**src/rtl/instruction_fetch.sv**
```systemverilog
// Fetch stage: PC register driving instruction memory plus a 2-entry
// {pc, word} queue handed to decode over a valid/ready handshake.
module instruction_fetch #(
   parameter logic [31:0] RESET_PC = 32'h0000_0000
) (
   input  logic        CLK,
   input  logic        RST_N,
   output logic [31:0] DIR,
   input  logic [31:0] DO,
   input  logic        BR_TAKEN,
   input  logic [31:0] BR_TARGET,
   output logic        INST_VALID,
   input  logic        INST_READY,
   output logic [31:0] INST,
   output logic [31:0] INST_PC
);

   logic [31:0] pc;
   logic [31:0] slotPc   [2];
   logic [31:0] slotWord [2];
   logic        rdPtr;
   logic        wrPtr;
   logic [1:0]  count;
   logic        pop;
   logic        push;

   assign DIR        = pc;
   assign INST_VALID = (count != 2'd0);
   assign INST       = slotWord[rdPtr];
   assign INST_PC    = slotPc[rdPtr];

   // A full queue can still accept a word when the head leaves on the same edge.
   assign pop  = INST_VALID & INST_READY;
   assign push = ~BR_TAKEN & ((count != 2'd2) | pop);

   always_ff @(posedge CLK) begin
      if (!RST_N) begin
         pc          <= RESET_PC;
         rdPtr       <= 1'b0;
         wrPtr       <= 1'b0;
         count       <= 2'd0;
         slotPc[0]   <= 32'd0;
         slotPc[1]   <= 32'd0;
         slotWord[0] <= 32'd0;
         slotWord[1] <= 32'd0;
      end else if (BR_TAKEN) begin
         pc    <= {BR_TARGET[31:2], 2'b00};
         rdPtr <= 1'b0;
         wrPtr <= 1'b0;
         count <= 2'd0;
      end else begin
         if (push) begin
            slotPc[wrPtr]   <= pc;
            slotWord[wrPtr] <= DO;
            pc              <= pc + 32'd4;
            wrPtr           <= ~wrPtr;
         end
         if (pop) begin
            rdPtr <= ~rdPtr;
         end
         case ({push, pop})
            2'b10:   count <= count + 2'd1;
            2'b01:   count <= count - 2'd1;
            default: count <= count;
         endcase
      end
   end

endmodule

```
**config.mk**
```make
export PLATFORM = sky130hd
export DESIGN_NAME = instruction_fetch
export DESIGN_NICKNAME = d
export VERILOG_FILES = /design/src/rtl/instruction_fetch.sv
export SDC_FILE = /design/constraint.sdc
export NUM_CORES = 1
export LEC_CHECK = 0
export CAP_MARGIN = 20
export CORE_MARGIN = 2
export CORE_UTILIZATION = 40
export DETAILED_ROUTE_END_ITERATION = 10
export GPL_TIMING_DRIVEN = 0
export PLACE_DENSITY_LB_ADDON = 0.1
export SETUP_SLACK_MARGIN = 0.02
export SLEW_MARGIN = 40
export SYNTH_ARGS = -nofsm -noshare
export SYNTH_HDL_FRONTEND = slang
export SYNTH_SLANG_ARGS = --single-unit
```
**constraint.sdc**
```tcl
create_clock -name CLK -period 9.4 [get_ports CLK]
set_input_delay 1.88 -clock CLK [delete_from_list [all_inputs] [get_ports CLK]]
set_output_delay 1.88 -clock CLK [all_outputs]
set_load 0.01 [all_outputs]
```
==> flow_summary.json, run 1 <==
{
  "clockRootBuffer": "clkbuf_16",
  "arrival_ns": 2.55,
  "vias": 5351,
  "port_buffers": 157,
  "setup_tns_ns": 0,
  "wl_per_cell_um": 18.3,
  "drive_above_1_share_pct": 15.2,
  "p_clk_share_pct": 38.7,
  "worst_pin_slew_ns": 0.690,
  "pwr-share-comb_pct": 12.8,
  "place_area_mm2": 0.00935,
  "cts_tree": "built",
  "crit_path_end_kind": "output pin",
  "ir_drop_mv": 0.136,
  "p_sw_mw": 0.404,
  "slew_violations": 0,
  "clkTransAtPathRegs_ns": 0.06,
  "worst-path-max-fanout": 10,
  "synth_mux_area_share_pct": 9.55,
  "grt_usage_pct": 19.3,
  "status": "finished clean",
  "hold_path_class": "reg -> reg",
  "leakagePower_nw": 3.59,
  "final_nets": 842,
  "skew_ns": 0.00734,
  "cp.required_ns": 7.52,
  "start_util_pct": 40.7,
  "worstSetupPathType": "reg -> out",
  "rsz0062_at_grt": "false",
  "cap_violations": 0,
  "viasPerCell": 5.28,
  "hpwlAfterDp_um": 13100,
  "setup_viol": 0,
  "synth_xor_area_share_pct": 1.44,
  "seq_power_share_pct": 48.5,
  "synth_seq_cells": 159,
  "synth-simple-area-share_pct": 19.0,
  "cts_resized": 0,
  "ctsHoldBuffers": 0,
  "clockBufferDepth": 2,
  "fp.dieW_um": 139,
  "htree_levels": 4,
  "p_sw_share_pct": 23.7,
  "antenna_found_initial": 0,
  "p_int_mw": 1.30,
  "die_h_um": 139,
  "grt_max_degree": 24,
  "drt_iter0_drc": 413,
  "fin_crit_sh_pct": 47.1,
  "fin_area_mm2": 0.00993,
  "antenna_cells": 0,
  "dieArea_mm2": 0.0194,
  "postRouteAntennaNets": 0,
  "row_count": 49,
  "ys_warn_count": 0,
  "max_slew_margin_pct": 54.0,
  "globalRouteOverflowTotal": 0,
  "numClockSinks": 159,
  "coreArea_mm2": 0.0180,
  "n_fill_cell": 1542,
  "post_cts_buffers": 0,
  "netlist_area_mm2": 0.00731,
  "gp_congestion": 0.844,
  "clk_latency_ns": 0.42,
  "synth_top_family_by_area": "simple AND/OR/NAND/NOR gates",
  "io_pins": 165,
  "cts_made_buffers": 17,
  "post-route-min-period_ns": 4.43,
  "hold_viol": 0,
  "yosysSeqAreaShare_pct": 60.5,
  "syn_inst": 585,
  "drtPass1Iterations": 5,
  "synth.distinct_cells": 45,
  "max_freq_ghz": 0.226,
  "synth_compound_area_share_pct": 6.23,
  "avgSynthCellArea_um2": 12.5,
  "area_growth_syn_to_layout_pct": 35.9,
  "drc_errors": 0,
  "grt_pass1_wl_um": 28900,
  "cellPowerDensity_mw_per_mm2": 172,
  "start_kind": "flip-flop",
  "wl_um": 18600,
  "grt_pass1_vias": 5318,
  "synth_fa_ha_area_share_pct": 0.342
}
-- cell type report --
class	instances	area [um2]	share of cell area [%]
well taps	229	287	2.88
repair buffers	165	1720	17.3
flip-flops and latches	159	4420	44.5
clock inverters	12	111	1.12
clock buffers	20	457	4.60
plain buffers	44	185	1.86
multi-input cells	379	2730	27.5
inverters	6	22.5	0.227
-- routing by layer --
| layer | track usage [%] | wire, um | vias to the layer above |
|---|---|---|---|
| li1 | - | - | 2509 |
| met1 | 25.3 | 8120 | 2591 |
| met2 | 32.1 | 9060 | 225 |
| met3 | 3.90 | 1090 | 26 |
| met4 | 6.38 | 278 | 0 |
| met5 | 0 | 0 | - |
-- layout by cell type, fill, tap and decap left out, types with 7 or more instances in the layout --
master           count
xnor2_1              8
clkdlybuf4s50_1    157
or4_1               11
and4_1               7
mux2_2              62
o21ai_0             34
clkbuf_16           17
a21oi_1              8
nand3_1             12
nand2_1             16
edfxtp_1           124
dfxtp_1             35
clkbuf_1            33
a31oi_1             12
nor2_1               9
nor3_1              10
and2_1             126
-- power groups by stage --
stage	logic, mW	clock network (mW)	registers (mW)
final	0.219	0.660	0.829
after global placement	0.207	0	0.848
after floorplan	0.0898	0	0.843
after detailed placement	0.220	0	0.844
after global routing	0.234	0.704	0.834
after CTS	0.221	0.671	0.829
-- cell families (layout without fill, tap and decap cells) --
family	count (synthesis)	after routing
mux	62	62
xor+xnor	12	12
fa+ha+maj	2	2
flops	159	159
simple gates	224	224
compound gates	75	75
other cells	1	4
buf+inv	50	247
-- synth_stat cells, drive strengths merged --
master | count | share of area, %
nor4b | 4 | 0.48
a211oi | 3 | 0.31
or4 | 11 | 1.1
a311oi | 3 | 0.36
nand3 | 12 | 0.82
or3b | 1 | 0.12
o21a | 2 | 0.21
a41oi | 1 | 0.12
a32oi | 1 | 0.12
dfxtp | 35 | 9.6
o211a | 2 | 0.27
o311a | 1 | 0.14
nor2 | 9 | 0.46
nand2b | 3 | 0.26
ha | 2 | 0.34
a21oi | 8 | 0.55
xor2 | 4 | 0.48
nor3 | 10 | 0.68
o21ai | 35 | 2.4
inv | 6 | 0.31
buf | 11 | 0.82
edfxtp | 124 | 51
a31oi | 12 | 1.0
nand2 | 16 | 0.82
and2 | 126 | 11
xnor2 | 8 | 0.96
nor2b | 3 | 0.26
nor4 | 5 | 0.51
and3 | 2 | 0.17
and4 | 7 | 0.84
a211o | 1 | 0.12
nand4 | 7 | 0.98
or3 | 6 | 0.51
mux2 | 62 | 9.6
or2 | 1 | 0.086
clkbuf | 33 | 1.7
nor3b | 1 | 0.10
conb | 1 | 0.051
o31ai | 6 | 0.62
-- sequential cells by signal, indices dropped and copies added (netlist names), named ones only --
name      flops
slotWord     64
slotPc       60
count         2
rdPtr         1
wrPtr         1
DIR          30
-- worst paths after layout --
check	startpoint	slack [ns]	depth (start not counted)	to
setup / recovery	flip-flop	4.97	4	INST_PC[10]
hold / removal	rdPtr	0.52	2	rdPtr
setup reg to reg	count[0]	6.55	8	slotWord[1][29]
hold reg to reg	rdPtr	0.52	2	rdPtr
-- stage by stage --
stage / hold slack, ns / cells / power [mW] / utilization (%) / setup WS, ns
2_1_floorplan: 0.470 / 588 / 0.932 / - / 2.17
3_3_place_gp: 0.493 / 974 / 1.05 / 51.1 / -1.59
3_5_place_dp: 0.510 / 982 / 1.06 / 52.0 / 4.59
4_1_cts: 0.525 / 1014 / 1.72 / 55.2 / 4.87
5_1_grt: 0.567 / 1014 / 1.77 / 55.3 / 4.78
6_report: 0.525 / 1014 / 1.71 / 55.3 / 4.97
-- critical path, stage by stage (launching register included) --
cell and delay [ns]:
dfxtp_1 0.30, clkbuf_1 0.33, buf_1 0.58, mux2_2 0.40
clkdlybuf4s50_1 0.50
Note: power is estimated with default switching activity, not from simulation.
==> run 2: changes to the inputs <==
==> constraint.sdc (replaced) <==
create_clock -name CLK -period 4.61 [get_ports CLK]
set_input_delay 0.922 -clock CLK [delete_from_list [all_inputs] [get_ports CLK]]
set_output_delay 0.922 -clock CLK [all_outputs]
set_load 0.01 [all_outputs]
==> run 2 against run 1 <==
  * Count of clock-buffer cells in the layout up 2
  * Critical path depth unchanged
  * Routed wire length shrank 0.96%
  * Via count is 0.64% lower
  * Clock skew shrank 0.0013 ns
  * Critical path type unchanged
  * Highest routed layer unchanged
==> flow_summary.json, run 2 (synthesis gave the netlist of run 1 again) <==
{
  "worstSetupPathType": "reg -> out",
  "hold_path_class": "reg -> reg",
  "cap_violations": 0,
  "wl_um": 18400,
  "worst_pin_slew_ns": 0.840,
  "fp.dieW_um": 139,
  "grt_use_met1_pct": 24.1,
  "hold_viol": 0,
  "drtPass1Iterations": 5,
  "timing.rr.end": "slotPc[1][21]",
  "hold_start": "rdPtr",
  "post_cts_buffers": 0,
  "area_growth_syn_to_layout_pct": 36.6,
  "reg2reg_slack_ns": 1.78,
  "status": "finished clean",
  "slew_violations": 0,
  "wl_per_cell_um": 18.1,
  "path_cells": "clkbuf_1 -> buf_1 -> mux2_2 -> clkdlybuf4s50_1",
  "cts_tree": "built",
  "final_cell_count_no_fill": 1014,
  "final_common_cell": "clkdlybuf4s50_1",
  "start_util_pct": 40.7,
  "cp.required_ns": 3.69,
  "arrival_ns": 2.51,
  "setup_viol": 0,
  "cts_made_buffers": 17,
  "numClockSinks": 159,
  "n_fill_cell": 1514,
  "rsz0062_at_grt": "false",
  "max_freq_ghz": 0.291,
  "holdPathStages": 2,
  "leakagePower_nw": 3.63,
  "fin_crit_sh_pct": 74.5,
  "regMostFlops": "slotWord",
  "post-route-min-period_ns": 3.44,
  "critical_path.slowest_cell": "buf_1",
  "hpwlAfterDp_um": 13000,
  "met3_usage_pct": 5.28,
  "gp_congestion": 0.846,
  "ctsHoldBuffers": 0,
  "grt_max_degree": 35,
  "htree_levels": 4,
  "die_h_um": 139,
  "ir_drop_mv": 0.264,
  "grt_pass1_vias": 5376,
  "dp.cells": 982,
  "grt_pass1_wl_um": 28700,
  "cellPowerDensity_mw_per_mm2": 369,
  "crit_path_max_incr_delay_ns": 0.58,
  "port_buffers": 157,
  "setup_tns_ns": 0,
  "clockBufferDepth": 2,
  "dieArea_mm2": 0.0194,
  "antenna_found_initial": 0,
  "postRouteAntennaNets": 0,
  "total_power_mw": 3.69,
  "antenna_cells": 0,
  "skew_ns": 0.00608,
  "rr_worst_depth": 7,
  "row_count": 49,
  "final_nets": 842,
  "drt_iter0_drc": 280,
  "clockRootBuffer": "clkbuf_16",
  "fin_hold_ws_ns": 0.520,
  "viasPerCell": 5.24,
  "globalRouteOverflowTotal": 0,
  "grt_usage_pct": 19.1,
  "r2r-start": "count[1]",
  "grt_use_met2_pct": 31.7,
  "start_kind": "flip-flop",
  "worst-path-max-fanout": 10,
  "largest_reg_flops": 64,
  "min_to": "rdPtr",
  "coreArea_mm2": 0.0180,
  "cts_resized": 0,
  "io_pins": 165,
  "grt-busiest-layer": "met2",
  "vias": 5317,
  "final_util_pct": 55.6,
  "crit_path_end_kind": "output pin",
  "max_slew_margin_pct": 43.5,
  "drive_above_1_share_pct": 14.8,
  "clk_latency_ns": 0.42,
  "layout_common_cells": "157 x clkdlybuf4s50_1, 126 x and2_1, 124 x edfxtp_1",
  "drc_errors": 0,
  "clkTransAtPathRegs_ns": 0.06
}
==> run 2: critical path, delay by kind of cell, from the launching register on <==
kind	cells	cell delay, ns
DFF	1	0.30
muxes	1	0.40
buffers and inverters	3	1.38
==> run 2: stage by stage <==
stage | setup WS (ns) | area, um2
2_1_floorplan | 0.942 | 7320
3_3_place_gp | -1.03 | 9180
4_1_cts | 1.05 | 9980
6_report | 1.17 | 9990
5_1_grt | 0.960 | 9990
3_5_place_dp | 0.752 | 9320
==> run 2: power breakdown <==
part / internal, mW / leakage [nW] / switching [mW]
clock: 1.00 / 0.318 / 0.552
combinational: 0.247 / 1.71 / 0.193
sequential: 1.64 / 1.61 / 0.0537
==> run 2: layout make-up <==
cell class	count	area, um2	area share [%]
plain buffers	44	185	1.85
clock buffers	22	474	4.75
clock inverters	10	184	1.84
inverters	6	22.5	0.225
multi-input cells	379	2720	27.3
flip-flops and latches	159	4420	44.3
well taps	229	287	2.87
repair buffers	165	1690	16.9
==> run 2: layer usage <==
layer  routed length, um  vias to the layer above
li1                    -                     2515
met4                 393                        0
met2                8980                      165
met3                 994                       33
met1                8000                     2604
met5                   0                        -
==> run 2: how the worst max path moves through the flow <==
| stage | to | slack, ns | cells past startpoint |
|---|---|---|---|
| after floorplan | slotPc[1][10] | 0.94 | 6 |
| after global placement | slotPc[1][15] | -1.03 | 7 |
| after detailed placement | slotPc[1][16] | 0.75 | 8 |
| after CTS | INST_PC[11] | 1.05 | 4 |
| after global routing | INST_PC[11] | 0.96 | 4 |
| final | INST_PC[10] | 1.17 | 4 |
==> run 3: changes to the inputs <==
==> constraint.sdc (replaced) <==
create_clock -name CLK -period 3.15 [get_ports CLK]
set_input_delay 0.63 -clock CLK [delete_from_list [all_inputs] [get_ports CLK]]
set_output_delay 0.63 -clock CLK [all_outputs]
set_load 0.01 [all_outputs]
==> run 3 against run 2 <==
  * Via count grew 0.68%
  * Sequential share of layout area increased by 0.32 points
  * First-iteration DRC count grew 18%
  * Total power up 38%
  * Setup slack worse by 0.97 ns
  * Final cell count hardly changed
  * Critical path depth stayed put
  * Critical path type unchanged
  * Critical endpoint is now INST_PC[11]
  * Highest routed layer unchanged
==> flow_summary.json, run 3 (synthesis gave the netlist of run 1 again) <==
{
  "drc_errors": 0,
  "fin_crit_sh_pct": 93.6,
  "pwr-share-comb_pct": 12.7,
  "setup_viol": 0,
  "wl_per_cell_um": 18.2,
  "cts_tree": "built",
  "crit_path_end_kind": "output pin",
  "crit_cells": 4,
  "setup_tns_ns": 0,
  "clockBufferDepth": 2,
  "postRouteAntennaNets": 0,
  "clockRootBuffer": "clkbuf_16",
  "place_area_mm2": 0.00932,
  "arrival_ns": 2.32,
  "htree_levels": 4,
  "timing.rr.end": "DIR[18]",
  "skew_ns": 0.0125,
  "grt_pass1_vias": 5364,
  "antenna_found_initial": 0,
  "slew_violations": 0,
  "crit_path_max_incr_delay_ns": 0.50,
  "numClockSinks": 159,
  "drive_above_1_share_pct": 15.4,
  "seq_power_share_pct": 48.6,
  "dieArea_mm2": 0.0194,
  "leakagePower_nw": 3.61,
  "worst-path-max-fanout": 10,
  "hold_viol": 0,
  "start_util_pct": 40.7,
  "worstSetupPathType": "reg -> out",
  "rr_worst_depth": 6,
  "drt_iter0_drc": 330,
  "hpwlAfterDp_um": 12800,
  "port_buffers": 157,
  "clk_latency_ns": 0.42,
  "grt_pass1_wl_um": 28900,
  "largest_reg_flops": 64,
  "crit_path_end": "INST_PC[11]",
  "cts_made_buffers": 17,
  "grt_max_degree": 38,
  "post-route-min-period_ns": 2.95,
  "r2r-start": "DIR[3]",
  "critPathBufInv": 3,
  "p_int_mw": 3.93,
  "wl_um": 18400,
  "max_slew_margin_pct": 39.3,
  "critical_path.slowest_cell": "clkdlybuf4s50_1",
  "hold_path_class": "reg -> reg",
  "worst_pin_slew_ns": 0.902,
  "total_power_mw": 5.09,
  "globalRouteOverflowTotal": 0,
  "fin_area_mm2": 0.00992,
  "crit_family": "buffers and inverters",
  "regMostFlops": "slotWord",
  "io_pins": 165,
  "reg2reg_slack_ns": 0.64,
  "gp_congestion": 0.813,
  "viasPerCell": 5.28,
  "max_freq_ghz": 0.339,
  "die_h_um": 139,
  "cap_violations": 0,
  "clkTransAtPathRegs_ns": 0.06,
  "dp.cells": 981,
  "fp.dieW_um": 139,
  "p_sw_share_pct": 22.8,
  "ir_drop_mv": 0.405,
  "p_sw_mw": 1.16,
  "row_count": 49,
  "n_fill_cell": 1519,
  "layout_common_cells": "157 x clkdlybuf4s50_1, 126 x and2_1, 124 x edfxtp_1",
  "drtPass1Iterations": 5,
  "multi_input_area_mm2": 0.00273,
  "cellPowerDensity_mw_per_mm2": 514,
  "area_growth_syn_to_layout_pct": 35.7,
  "rsz0062_at_grt": "false",
  "final_cell_count_no_fill": 1013,
  "fin_hold_ws_ns": 0.525,
  "coreArea_mm2": 0.0180,
  "vias": 5353,
  "start_kind": "flip-flop",
  "antenna_cells": 0,
  "p_clk_share_pct": 38.7,
  "status": "finished clean",
  "grt_usage_pct": 19.2,
  "seqCellArea_mm2": 0.00442,
  "final_nets": 841,
  "path_cells": "clkbuf_1 -> buf_2 -> mux2_2 -> clkdlybuf4s50_1",
  "final_common_cell": "clkdlybuf4s50_1",
  "cp.required_ns": 2.52
}
==> run 3: cell types whose count changed in the layout (fill, tap and decap cells not counted), moves of 3 or more <==
| cell | delta |
|---|---|
| bufinv_16 | -5 |
| clkbuf_2 | +3 |
| buf_1 | -3 |
| clkbuf_16 | +3 |
==> run 3: what timing repair did <==
action	in CTS	in global routing
hold buffers	0	0
setup endpoints to repair	50	37
buffers inserted	0	0
gates cloned	0	1
gates resized for setup	6	0
==> run 3: area by class of cell <==
class / instances / share of cell area, %
Sequential cell: 159 / 44.6
Timing Repair Buffer: 164 / 17.0
Clock inverter: 7 / 0.505
Multi-Input combinational cell: 380 / 27.5
Clock buffer: 25 / 5.34
Inverter: 6 / 0.227
Tap cell: 229 / 2.89
Buffer: 43 / 1.91
==> run 3: worst min-delay path by stage <==
stage	startpoint	cells after the start	slack, ns	to
2_1_floorplan	count[1]	2	0.47	count[1]
3_3_place_gp	count[1]	2	0.49	count[1]
3_5_place_dp	rdPtr	2	0.52	rdPtr
4_1_cts	rdPtr	2	0.54	rdPtr
5_1_grt	count[1]	2	0.57	count[1]
6_report	rdPtr	2	0.52	rdPtr
==> run 3: through the flow <==
| stage | worst slack (ns) | utilization, % |
|---|---|---|
| floorplan | 0.0317 | - |
| global placement | -1.77 | 51.1 |
| detailed placement | -0.357 | 51.9 |
| CTS | 0.0753 | 55.1 |
| global route | 0.0813 | 55.2 |
| finish | 0.201 | 55.2 |
==> run 3: worst min-delay path: stages, from the launching register on <==
cell,delay (ns)
dfxtp_1,0.33
xnor2_1,0.09
nor2_1,0.08
==> run 3: power groups by stage <==
stage                     clock (mW)  sequential (mW)  combinational (mW)
after global routing            2.10             2.49               0.697
final                           1.97             2.47               0.646
after floorplan                    0             2.51               0.269
after global placement             0             2.52               0.619
after CTS                       2.00             2.47               0.652
after detailed placement           0             2.52               0.647
==> run 3: routing by layer <==
layer  track usage [%]  up-vias  wire [um]
met1              25.7     2574       8030
met5                 0        -          0
met4              5.79        0        289
li1                  -     2514          -
met3              3.59       25       1190
met2              31.9      240       8880
